==> src/rtl/alu_sequencer.sv <==
// alu_sequencer: round-robin front end sharing one registered sign-magnitude ALU.
// Define ALU_SEQ_PRIO_EN to give requester 0 strict priority over the rest.

module alu_sequencer #(
  parameter int NUM_REQ  = 4,
  parameter int ID_W     = 2,
  parameter int ALU_LAT  = 1,
  parameter int MAX_WAIT = 64
) (
  input  logic                    clk,
  input  logic                    rst,
  input  logic [NUM_REQ-1:0]      req_valid,
  output logic [NUM_REQ-1:0]      req_ready,
  input  logic [24*NUM_REQ-1:0]   req_R,
  input  logic [24*NUM_REQ-1:0]   req_S,
  input  logic [NUM_REQ-1:0]      req_f,
  input  logic [NUM_REQ-1:0]      req_e,
  output logic                    rsp_valid,
  input  logic                    rsp_ready,
  output logic [ID_W-1:0]         rsp_id,
  output logic [23:0]             rsp_result,
  output logic                    rsp_sign,
  output logic                    rsp_err,
  output logic [23:0]             alu_R,
  output logic [23:0]             alu_S,
  output logic                    alu_ctl_f,
  output logic                    alu_ctl_e,
  input  logic [23:0]             alu_result,
  input  logic                    alu_sign,
  input  logic                    alu_cont,
  output logic                    busy
);

  localparam int LAT_W  = (ALU_LAT < 2) ? 1 : $clog2(ALU_LAT + 1);
  localparam int WAIT_W = $clog2(MAX_WAIT + 1);
  localparam logic [ID_W:0] NR = (ID_W+1)'(NUM_REQ);

  typedef enum logic [1:0] {
    S_IDLE,
    S_EXEC,
    S_WAIT,
    S_RESP
  } state_t;

  state_t            state_q, state_d;
  logic [ID_W-1:0]   ptr_q, ptr_d;
  logic [ID_W-1:0]   id_q, id_d;
  logic [23:0]       op_r_q, op_r_d;
  logic [23:0]       op_s_q, op_s_d;
  logic              op_f_q, op_f_d;
  logic              op_e_q, op_e_d;
  logic [LAT_W-1:0]  lat_q, lat_d;
  logic [WAIT_W-1:0] wait_q, wait_d;
  logic              rsp_valid_q, rsp_valid_d;
  logic [23:0]       rsp_result_q, rsp_result_d;
  logic              rsp_sign_q, rsp_sign_d;
  logic              rsp_err_q, rsp_err_d;

  logic [NUM_REQ-1:0] cand;
  logic               gnt_any;
  logic [ID_W-1:0]    gnt_idx;
  logic [ID_W:0]      arb_sum;
  logic               accept;
  logic [23:0]        sel_r, sel_s;
  logic               sel_f, sel_e;
  logic [ID_W:0]      ptr_nxt;

  // Search upward from the pointer with wrap; first candidate wins.
  always_comb begin
    cand    = req_valid;
`ifdef ALU_SEQ_PRIO_EN
    cand[0] = 1'b0;
`endif
    gnt_any = 1'b0;
    gnt_idx = '0;
    arb_sum = '0;
    for (int i = 0; i < NUM_REQ; i++) begin
      arb_sum = {1'b0, ptr_q} + (ID_W+1)'(i);
      if (arb_sum >= NR) arb_sum = arb_sum - NR;
      if (!gnt_any && cand[arb_sum[ID_W-1:0]]) begin
        gnt_any = 1'b1;
        gnt_idx = arb_sum[ID_W-1:0];
      end
    end
`ifdef ALU_SEQ_PRIO_EN
    if (req_valid[0]) begin
      gnt_any = 1'b1;
      gnt_idx = '0;
    end
`endif
  end

  assign accept = (state_q == S_IDLE) && gnt_any && rst;

  always_comb begin
    req_ready = '0;
    if (accept) req_ready[gnt_idx] = 1'b1;
  end

  always_comb begin
    sel_r = '0;
    sel_s = '0;
    sel_f = 1'b0;
    sel_e = 1'b0;
    for (int k = 0; k < NUM_REQ; k++) begin
      if (gnt_idx == ID_W'(k)) begin
        sel_r = req_R[24*k +: 24];
        sel_s = req_S[24*k +: 24];
        sel_f = req_f[k];
        sel_e = req_e[k];
      end
    end
  end

  always_comb begin
    ptr_nxt = {1'b0, id_q} + (ID_W+1)'(1);
    if (ptr_nxt >= NR) ptr_nxt = '0;
`ifdef ALU_SEQ_PRIO_EN
    if (ptr_nxt == '0) ptr_nxt = (ID_W+1)'(1);
`endif
  end

  always_comb begin
    state_d      = state_q;
    ptr_d        = ptr_q;
    id_d         = id_q;
    op_r_d       = op_r_q;
    op_s_d       = op_s_q;
    op_f_d       = op_f_q;
    op_e_d       = op_e_q;
    lat_d        = lat_q;
    wait_d       = wait_q;
    rsp_valid_d  = rsp_valid_q;
    rsp_result_d = rsp_result_q;
    rsp_sign_d   = rsp_sign_q;
    rsp_err_d    = rsp_err_q;
    unique case (state_q)
      S_IDLE: begin
        if (accept) begin
          id_d    = gnt_idx;
          op_r_d  = sel_r;
          op_s_d  = sel_s;
          op_f_d  = sel_f;
          op_e_d  = sel_e;
          state_d = S_EXEC;
        end
      end
      S_EXEC: begin
        lat_d   = LAT_W'(ALU_LAT);
        wait_d  = '0;
        state_d = S_WAIT;
      end
      S_WAIT: begin
        if (lat_q > LAT_W'(1)) begin
          lat_d = lat_q - LAT_W'(1);
        end else begin
          lat_d = '0;
          if (!alu_cont || wait_q == WAIT_W'(MAX_WAIT - 1)) begin
            rsp_valid_d  = 1'b1;
            rsp_result_d = alu_cont ? 24'd0 : alu_result;
            rsp_sign_d   = alu_cont ? 1'b0 : alu_sign;
            rsp_err_d    = alu_cont;
            op_r_d       = '0;
            op_s_d       = '0;
            op_f_d       = 1'b0;
            op_e_d       = 1'b0;
            state_d      = S_RESP;
          end else begin
            wait_d = wait_q + WAIT_W'(1);
          end
        end
      end
      S_RESP: begin
        if (rsp_ready) begin
          rsp_valid_d  = 1'b0;
          rsp_result_d = '0;
          rsp_sign_d   = 1'b0;
          rsp_err_d    = 1'b0;
          ptr_d        = ptr_nxt[ID_W-1:0];
          state_d      = S_IDLE;
        end
      end
    endcase
  end

  always_ff @(posedge clk or negedge rst) begin
    if (!rst) begin
      state_q      <= S_IDLE;
      ptr_q        <= '0;
      id_q         <= '0;
      op_r_q       <= '0;
      op_s_q       <= '0;
      op_f_q       <= 1'b0;
      op_e_q       <= 1'b0;
      lat_q        <= '0;
      wait_q       <= '0;
      rsp_valid_q  <= 1'b0;
      rsp_result_q <= '0;
      rsp_sign_q   <= 1'b0;
      rsp_err_q    <= 1'b0;
    end else begin
      state_q      <= state_d;
      ptr_q        <= ptr_d;
      id_q         <= id_d;
      op_r_q       <= op_r_d;
      op_s_q       <= op_s_d;
      op_f_q       <= op_f_d;
      op_e_q       <= op_e_d;
      lat_q        <= lat_d;
      wait_q       <= wait_d;
      rsp_valid_q  <= rsp_valid_d;
      rsp_result_q <= rsp_result_d;
      rsp_sign_q   <= rsp_sign_d;
      rsp_err_q    <= rsp_err_d;
    end
  end

  assign rsp_valid  = rsp_valid_q;
  assign rsp_id     = id_q;
  assign rsp_result = rsp_result_q;
  assign rsp_sign   = rsp_sign_q;
  assign rsp_err    = rsp_err_q;
  assign alu_R      = op_r_q;
  assign alu_S      = op_s_q;
  assign alu_ctl_f  = op_f_q;
  assign alu_ctl_e  = op_e_q;
  assign busy       = (state_q != S_IDLE);

endmodule

==> config.mk <==
export PLATFORM = sky130hd
export DESIGN_NAME = alu_sequencer
export DESIGN_NICKNAME = d
export VERILOG_FILES = /design/src/rtl/alu_sequencer.sv
export SDC_FILE = /design/constraint.sdc
export NUM_CORES = 1
export LEC_CHECK = 0
export BUFFER_PORTS_ARGS = -buffer_cell sky130_fd_sc_hd__buf_2
export CAP_MARGIN = 5
export CORE_AREA = 2 2 160 123
export CTS_BUF_LIST = sky130_fd_sc_hd__clkbuf_8 sky130_fd_sc_hd__clkbuf_16
export DETAILED_ROUTE_END_ITERATION = 10
export DIE_AREA = 0 0 162 125
export SYNTH_ARGS = -nofsm -noshare
export SYNTH_HDL_FRONTEND = slang
export SYNTH_SLANG_ARGS = --single-unit
export TNS_END_PERCENT = 5
==> constraint.sdc <==
create_clock -name clk -period 2 [get_ports clk]
set_input_delay 0.2 -clock clk [delete_from_list [all_inputs] [get_ports clk]]
set_output_delay 0.2 -clock clk [all_outputs]
set_load 0.02 [all_outputs]
-- Word-level counts from Yosys, hierarchy flattened
Cells that the tools add are included.
- register bits after elaboration: 91
- output and inout port bits: 84
- $add $sub $neg: 10
- order comparisons: 12
- equal/unequal tests: 12
- multiplexer cells: 78
- reductions and logical operators: 23
- operators by type and width (kind ; number):
    2-to-1 mux 24 bit ; 16
    one-hot mux 24 bit (2 select lines) ; 3
    2-to-1 mux 1 bit ; 30
    2-to-1 mux 2 bit ; 13
    < comparator 2 x 3 -> 1 bit (second input constant) ; 5
    2-to-1 mux 7 bit ; 2
    one-hot mux 7 bit (2 select lines) ; 1
    greater-or-equal comparator 3 bit (second input constant) ; 4
    one-hot mux 1 bit (2 select lines) ; 6
    AND reduction 4 bit ; 3
    inequality test 2 bit (second input constant) ; 5
    binary-select mux 1 bit (select 2 bit) ; 4
    equality test 2 bit (second input constant) ; 4
    one-hot mux 2 bit (4 select lines) ; 1
    nonzero test 2 bit ; 4
    subtractor 2 x 1 -> 2 bit (second input constant) ; 4
    adder 7 x 1 -> 7 bit (second input constant) ; 1
    equality test 7 x 6 -> 1 bit (second input constant) ; 1
    adder 2 x 1 -> 3 bit (second input constant) ; 2
    adder 2 x 2 -> 3 bit (second input constant) ; 2
    logical AND 1 bit ; 6
    equality test 2 x 1 -> 1 bit (second input constant) ; 2
    zero test 1 bit ; 4
    zero test 2 bit ; 2
    other kinds (9) ; 10

-- Depth between registers and ports, before layout
Gate-level depths: netlist of run 1.
- depth after elaboration: 21
- depth in mapped cells: 10
- gate-level depth less buffers: 7

-- Worst setup path after synthesis of run 1
OpenSTA, ideal clock, no wires.
- kind: reg2reg
- start: register wait_q[0]
- end: register rsp_result_q[23], in the netlist rsp_result[23]
- setup time: 0.121 ns
- arrival: 1.975 ns
- required time: 1.879 ns
- slack: -0.096 ns
- cell stages (with the launch flop): 9
- buffers on the path: 3
- cell sequence: dfrtp_1 ha_1 nand3_1 o311a_1 buf_6 or3_4 buf_6 buf_6 a22o_1
- word-level cells in the longest chain between the ends: 4
- RTL lines (item ; line ; text):
    start: declaration ; 53 ; logic [WAIT_W-1:0] wait_q, wait_d;
    start signal: assignment ; 210 ; wait_q <= wait_d;
    equality test 7 x 6 -> 1 bit ; 158 ; if (!alu_cont || wait_q == WAIT_W'(MAX_WAIT - 1)) begin
    logical OR 1 bit ; 158 ;
    inequality test 2 bit (no source line) ; n/a ;
    AND reduction 4 bit (no source line) ; n/a ;
    end signal: assignment ; 212 ; rsp_result_q <= rsp_result_d;
    end: declaration ; 55 ; logic [23:0] rsp_result_q, rsp_result_d;
No other way between the ends.
A chain may end at the register's enable or synchronous reset.

-- Final worst setup path of run 1
- start: register ptr_q[0]
- end: output port req_ready[0]
- word-level cells in the longest chain between the ends: 19
- elaborated cells between the ends (all ways): 45
- classes of those cells: 7 x add/sub; 6 x order compare; 23 x mux; 9 x reduce/logical
- RTL lines (item ; line ; text):
    start: declaration ; 46 ; logic [ID_W-1:0] ptr_q, ptr_d;
    start signal: assignment ; 203 ; ptr_q <= ptr_d;
    parallel branches: the longest is 18 deep, another holds adder 2 x 1 -> 3 bit ; n/a ;
    2-to-1 mux 4 bit (*) ; 97 ; if (accept) req_ready[gnt_idx] = 1'b1;
    end: declaration ; 13 ; output logic [NUM_REQ-1:0] req_ready,
Every way passes the cells marked *. The select of a mux whose other input is x is not followed.

==> key figures, run 1 <==
Global route
  – First-pass GRT wire length: 32200 um
  – Gr usage total: 0.203
  – Number of global-route vias before repair: 5889
  – Initial antenna violation count: 1
  – Grt ovf: 0
  – Largest net degree at the start of global routing: 51

Place
  – GPL Wtd Cong: 0.789
  – HPWL Detailed: 14700 um
  – Cell Area, Placed: 7580 um2
  – Port Buffers: 316

Power
  – Leakage: 4.03 nW
  – VDD IR max: 501 uV
  – Total power after layout: 11.1 mW
  – P per Cell Area: 1390 nW/um2

Logic synthesis
  – Cells after synthesis: 571
  – Synth Register Bits: 90
  – Sequential area share after synthesis: 0.408
  – Yosys cell types: 38
  – Netlist Area Pre-Place: 5520 um2
  – Yosys warns: 0
  – Syn nets: 811
  – Mean post-synth cell area: 9.67 um2

Route
  – Final ANT Viol Nets: 0
  – Vias/cell: 5.31
  – Initial drt markers: 483
  – DR vias: 5989
  – DRC violations left: 0
  – Detailed-routing iteration count for the pre-antenna-repair pass: 5
  – Routed WL: 21200 um
  – Routed wire per std cell: 18.8 um

Setup path
  – Worst Path Max Fanout: 4
  – Cell family with most CP delay: compound AO/OA/AOI/OAI gates
  – Setup Crit Path Kind: register to primary output
  – Slowest-stage cell, CP: dfrtp_1
  – Cell chain of the critical path: inv_1 -> o21a_1 -> o22a_1 -> nor3_1 -> buf_2
  – Slowest stage delay, CP: 0.44 ns
  – CP Capture Type: primary output
  – Critical Path RT: 1.80 ns
  – CP arrival: 1.75 ns
  – Worst setup SP type: register
  – Critical path buffers and inverters: 2

Flow run
  – Max-cap violations: 0

Clock network
  – Clock insertion delay at the later pin of the skew report: 0.35 ns
  – Worst-path clk slew: 0.07 ns
  – CTS tree: done
  – CTS root buf: clkbuf_16
  – Clock Path Buffers: 2
  – Total CTS buffers: 9
  – Number of clock sinks: 90
  – H-tree Lvls: 3

Timing
  – Final setup viols: 0
  – Count of pins over their slew limit: 0
  – Worst-case hold slack: 0.0668 ns
  – TNS Setup: 0 ns
  – Max_slew headroom: 0.637
  – Final setup skew: 0.0101 ns
  – Final hold viol count: 0
  – Unrepaired setup endpoints after global routing: true
  – Max Clk Rate: 514 MHz
  – Slew @ Worst Pin: 0.545 ns
  – Post-layout min period: 1.95 ns
  – Tcrit/Tclk final: 0.973

Outcome
  – Outcome: complete, no violations

Layout
  – Most common cell after layout, fill and taps aside: buf_2
  – Area grow syn2layout: 44.7%
  – Most frequent cells in the layout: 313 x buf_2, 89 x dfrtp_1, 65 x nand2_1
  – Share of cells above drive strength 1: 0.459
  – Final Net Count: 1109
  – Antenna Cells: 0
  – Final core utilization: 0.425
  – Design area: 7990 um2

Floorplanning
  – Die Y: 125 um
  – Die area: 20300 um2
  – Core area: 18800 um2
  – Row Count: 44
  – Initial Util: 0.293
  – Chip width: 162 um
  – Io pins: 317

Hold path
  – Worst Hold Class: primary input to register
==> metal layers <==
layer	global-route usage	wire length (um)	vias to the layer above
li1	-	-	2820
met1	0.268	9390	2863
met2	0.333	9910	279
met3	0.0491	1670	25
met4	0.0547	246	2
met5	0	10	-
==> where the power goes <==
| part | internal [mW] | switching (mW) |
|---|---|---|
| Combinational | 2.45 | 3.85 |
| Sequential | 2.63 | 0.467 |
| Clock | 0.880 | 0.836 |
| Total | 5.96 | 5.16 |
==> kinds of logic (layout without fill, tap and decap cells) <==
| kind of cell | Yosys count | count (layout) | share of synthesized area |
|---|---|---|---|
| mux | 54 | 54 | 0.0983 |
| compound gates | 196 | 196 | 0.280 |
| xor+xnor | 3 | 3 | 0.00476 |
| buf+inv | 75 | 378 | 0.0607 |
| flops | 90 | 90 | 0.408 |
| simple gates | 146 | 146 | 0.133 |
| fa+ha+maj | 7 | 7 | 0.0159 |
==> synth_stat cells <==
cell type,count,area share
dfrtp_1,90,0.41
nand2_1,65,0.044
mux2i_1,52,0.094
nand4_1,52,0.059
a211o_1,51,0.081
clkbuf_1,51,0.035
o31ai_1,51,0.069
o211ai_1,50,0.068
a22o_1,25,0.040
buf_2,10,0.0091
ha_1,7,0.016
nor2_1,7,0.0048
a21oi_1,6,0.0054
nor3_1,6,0.0054
buf_4,5,0.0068
inv_1,5,0.0034
nand2b_1,4,0.0045
buf_6,3,0.0061
o21ai_0,3,0.0027
xor2_1,3,0.0048
a21o_1,2,0.0027
and3_1,2,0.0023
mux2_2,2,0.0041
nand3_1,2,0.0018
o21ai_1,2,0.0018
o311a_1,2,0.0036
or2_2,2,0.0023
a311oi_1,1,0.0016
buf_1,1,0.00068
nand3_2,1,0.0018
nor2b_1,1,0.0011
nor3b_1,1,0.0014
o21a_1,1,0.0014
o22a_1,1,0.0016
o22ai_1,1,0.0011
or2_1,1,0.0011
or3_4,1,0.0020
or4_1,1,0.0014
==> layout make-up <==
type                            instances  area [um2]
Clock buffer                            9         225
Clock inverter                          7        66.3
Fill cell                            1900       10800
Inverter                                5        18.8
Multi-Input combinational cell        406        3040
Sequential cell                        90        2250
Tap cell                              253         317
Timing Repair Buffer                  357        2070
==> registers in the layout, indices dropped and copies added, names as in the netlist <==
signal and flops:
alu_R 24, state_q 2, rsp_result 24, alu_ctl_e 1, rsp_id 2, alu_S 24
wait_q 7, ptr_q 2, rsp_valid 1, rsp_err 1, alu_ctl_f 1, rsp_sign 1
==> worst paths after layout <==
kind	startpoint	endpoint	slack [ns]	depth (start not counted)
max	ptr_q[0]	req_ready[0]	0.05	5
min	alu_result[1]	rsp_result[1]	0.07	2
max reg2reg	wait_q[1]	rsp_result[12]	0.09	5
min reg2reg	rsp_valid	rsp_valid	0.50	2
max in group asynchronous	rst	wait_q[1]	0.95	3
min in group asynchronous	rst	rsp_result[4]	0.25	2
==> through the flow <==
stage / worst slack (ns) / cells
4_1_cts: 0.00204 / 1122
3_5_place_dp: 0.103 / 1103
5_1_grt: -0.0587 / 1127
3_3_place_gp: 0.120 / 1103
6_report: 0.0550 / 1127
2_1_floorplan: -0.0489 / 571
==> timing repair <==
| action | CTS | global route |
|---|---|---|
| hold buffers | 1 | 0 |
| pin swaps | 2 | 2 |
| endpoints found under the hold margin | 11 | 0 |
| setup buffers | 2 | 5 |
| setup endpoints to repair | 4 | 34 |
| resized for setup | 3 | 13 |
Power figures use the tool's default switching activity.
==> run 2, diff against run 1 <==
--- a/config.mk
+++ b/config.mk
@@ -11,6 +11,7 @@
 export CTS_BUF_LIST = sky130_fd_sc_hd__clkbuf_8 sky130_fd_sc_hd__clkbuf_16
 export DETAILED_ROUTE_END_ITERATION = 10
 export DIE_AREA = 0 0 162 125
+export REMOVE_ABC_BUFFERS = 1
 export SYNTH_ARGS = -nofsm -noshare
 export SYNTH_HDL_FRONTEND = slang
 export SYNTH_SLANG_ARGS = --single-unit
==> key figures, run 2 (same netlist as run 1, synthesis figures left out) <==
Outcome
  – Outcome: complete, no violations

Route
  – DR vias: 6033 (+0.73%)
  – DRC violations left: 0 (unchanged)
  – Final ANT Viol Nets: 0 (unchanged)
  – Routed WL: 21700 um (+2.0%)
  – Initial drt markers: 477 (-1.2%)
  – Vias/cell: 5.30 (-0.33%)
  – Routed wire per std cell: 19.0 um (+0.92%)
  – Detailed-routing iteration count for the pre-antenna-repair pass: 5 (unchanged)

Timing
  – Max Clk Rate: 519 MHz (+0.90%)
  – Final setup viols: 0 (unchanged)
  – Post-layout min period: 1.93 ns (-0.0173 ns)
  – Count of pins over their slew limit: 0 (unchanged)
  – Slew @ Worst Pin: 0.698 ns (+0.153 ns)
  – Tcrit/Tclk final: 0.964 (-0.00866)
  – Final hold viol count: 0 (unchanged)
  – Max_slew headroom: 0.535 (-0.102)
  – Unrepaired setup endpoints after global routing: true
  – Final setup skew: 0.0100 ns (-0.0000733 ns)
  – Worst-case hold slack: 0.0630 ns (-0.00381 ns)
  – TNS Setup: 0 ns (unchanged)

Setup path
  – Worst setup SP type: register
  – Critical Path RT: 1.80 ns (about the same)
  – Slowest-stage cell, CP: dfrtp_1
  – Worst Path Max Fanout: 6 (+2)
  – Setup Crit Path Kind: register to primary output
  – Slowest stage delay, CP: 0.42 ns (-0.02 ns)
  – CP Capture Type: primary output
  – CP arrival: 1.73 ns (-0.02 ns)
  – Cell chain of the critical path: buf_6 -> a21oi_1 -> o21a_1 -> o22ai_4 -> nor3_2 -> buf_2

Clock network
  – Worst-path clk slew: 0.07 ns (about the same)
  – CTS tree: done
  – Clock insertion delay at the later pin of the skew report: 0.35 ns (about the same)
  – CTS root buf: clkbuf_16
  – Number of clock sinks: 90 (unchanged)
  – H-tree Lvls: 3 (unchanged)
  – Clock Path Buffers: 2 (unchanged)
  – Total CTS buffers: 9 (unchanged)

Layout
  – Footprint of the multi-input gates: 3110 um2 (+2.1%)
  – Share of cells above drive strength 1: 0.467 (+0.00846)
  – Most common cell after layout, fill and taps aside: buf_2
  – Final Net Count: 1121 (+1.1%)
  – Antenna Cells: 0 (unchanged)
  – Number of fill cells: 1912 (+0.63%)
  – Most frequent cells in the layout: 312 x buf_2, 90 x dfrtp_1, 65 x nand2_1
  – Area grow syn2layout: 47.4%
  – FF/Latch Area: 2250 um2 (about the same)
  – Design area: 8140 um2 (+1.8%)
  – Final core utilization: 0.432 (+0.00778)

Place
  – Port Buffers: 316 (unchanged)
  – GPL Wtd Cong: 0.787 (-0.20%)
  – Cell Area, Placed: 7590 um2 (+0.17%)
  – HPWL Detailed: 15200 um (+3.5%)

Global route
  – Largest net degree at the start of global routing: 51 (unchanged)
  – Initial antenna violation count: 0 (-1)
  – Number of global-route vias before repair: 5857 (-0.54%)
  – Gr usage total: 0.202 (-0.000852)
  – Grt ovf: 0 (unchanged)
  – First-pass GRT wire length: 32500 um (+0.92%)

Floorplanning
  – Die Y: 125 um (unchanged)
  – Die area: 20300 um2 (unchanged)
  – Initial Util: 0.293 (unchanged)
  – Chip width: 162 um (unchanged)
  – Core area: 18800 um2 (unchanged)
  – Row Count: 44 (unchanged)
  – Io pins: 317 (unchanged)

Power
  – VDD IR max: 602 uV (+20%)
  – Total power after layout: 11.3 mW (+1.9%)
  – P per Cell Area: 1390 nW/um2 (about the same)
  – Leakage: 4.08 nW (+1.3%)

Flow run
  – Max-cap violations: 0 (unchanged)

Hold path
  – Worst Hold Class: primary input to register
==> run 2: final timing paths <==
path / from / slack, ns / endpoint / cells past startpoint
max reg2reg: wait_q[1] / 0.07 / state_q[1] / 6
max in group asynchronous: rst / 0.93 / alu_S[10] / 3
min reg2reg: rsp_err / 0.49 / rsp_err / 2
max: ptr_q[1] / 0.07 / req_ready[2] / 6
min in group asynchronous: rst / 0.53 / ptr_q[0] / 3
min: alu_result[8] / 0.06 / rsp_result[8] / 2
==> run 2: per-layer routing <==
metal / GRT usage / share of wire / vias to the layer above
li1: - / - / 2840
met1: 0.280 / 0.45 / 2893
met2: 0.324 / 0.46 / 278
met3: 0.0358 / 0.075 / 22
met4: 0.0567 / 0.015 / 0
met5: 0 / 0 / -
==> run 2: power by group <==
group	leakage, nW	switching, mW	internal (mW)
registers	1.20	0.487	2.63
logic	2.76	3.93	2.61
clock network	0.131	0.811	0.864
==> run 2: area by class of cell <==
cell class / instances / area share
clock inverters: 7 / 0.00738
repair buffers: 368 / 0.265
inverters: 5 / 0.00231
well taps: 253 / 0.0389
clock buffers: 9 / 0.0277
flip-flops and latches: 90 / 0.277
multi-input cells: 407 / 0.382
==> run 2: stage by stage <==
stage,setup WS (ns),instances
6_report,0.0723,1139
5_1_grt,-0.0303,1139
4_1_cts,-0.00363,1128
3_5_place_dp,0.0391,1109
3_3_place_gp,0.0919,1109
2_1_floorplan,-2.67,501
==> run 2: repair_timing <==
action | 4_1_cts | 5_1_grt
gates cloned | 0 | 2
gates resized for setup | 2 | 30
pin swaps | 3 | 12
endpoints found under the hold margin | 41 | 0
setup endpoints to repair | 4 | 82
hold buffers | 1 | 0
setup buffers | 2 | 9
==> run 2: critical path: cells and delay by family (launching register included) <==
family	cells	cell delay (ns)
compound gates	3	0.47
flops	1	0.42
simple gates	1	0.18
buf+inv	2	0.31
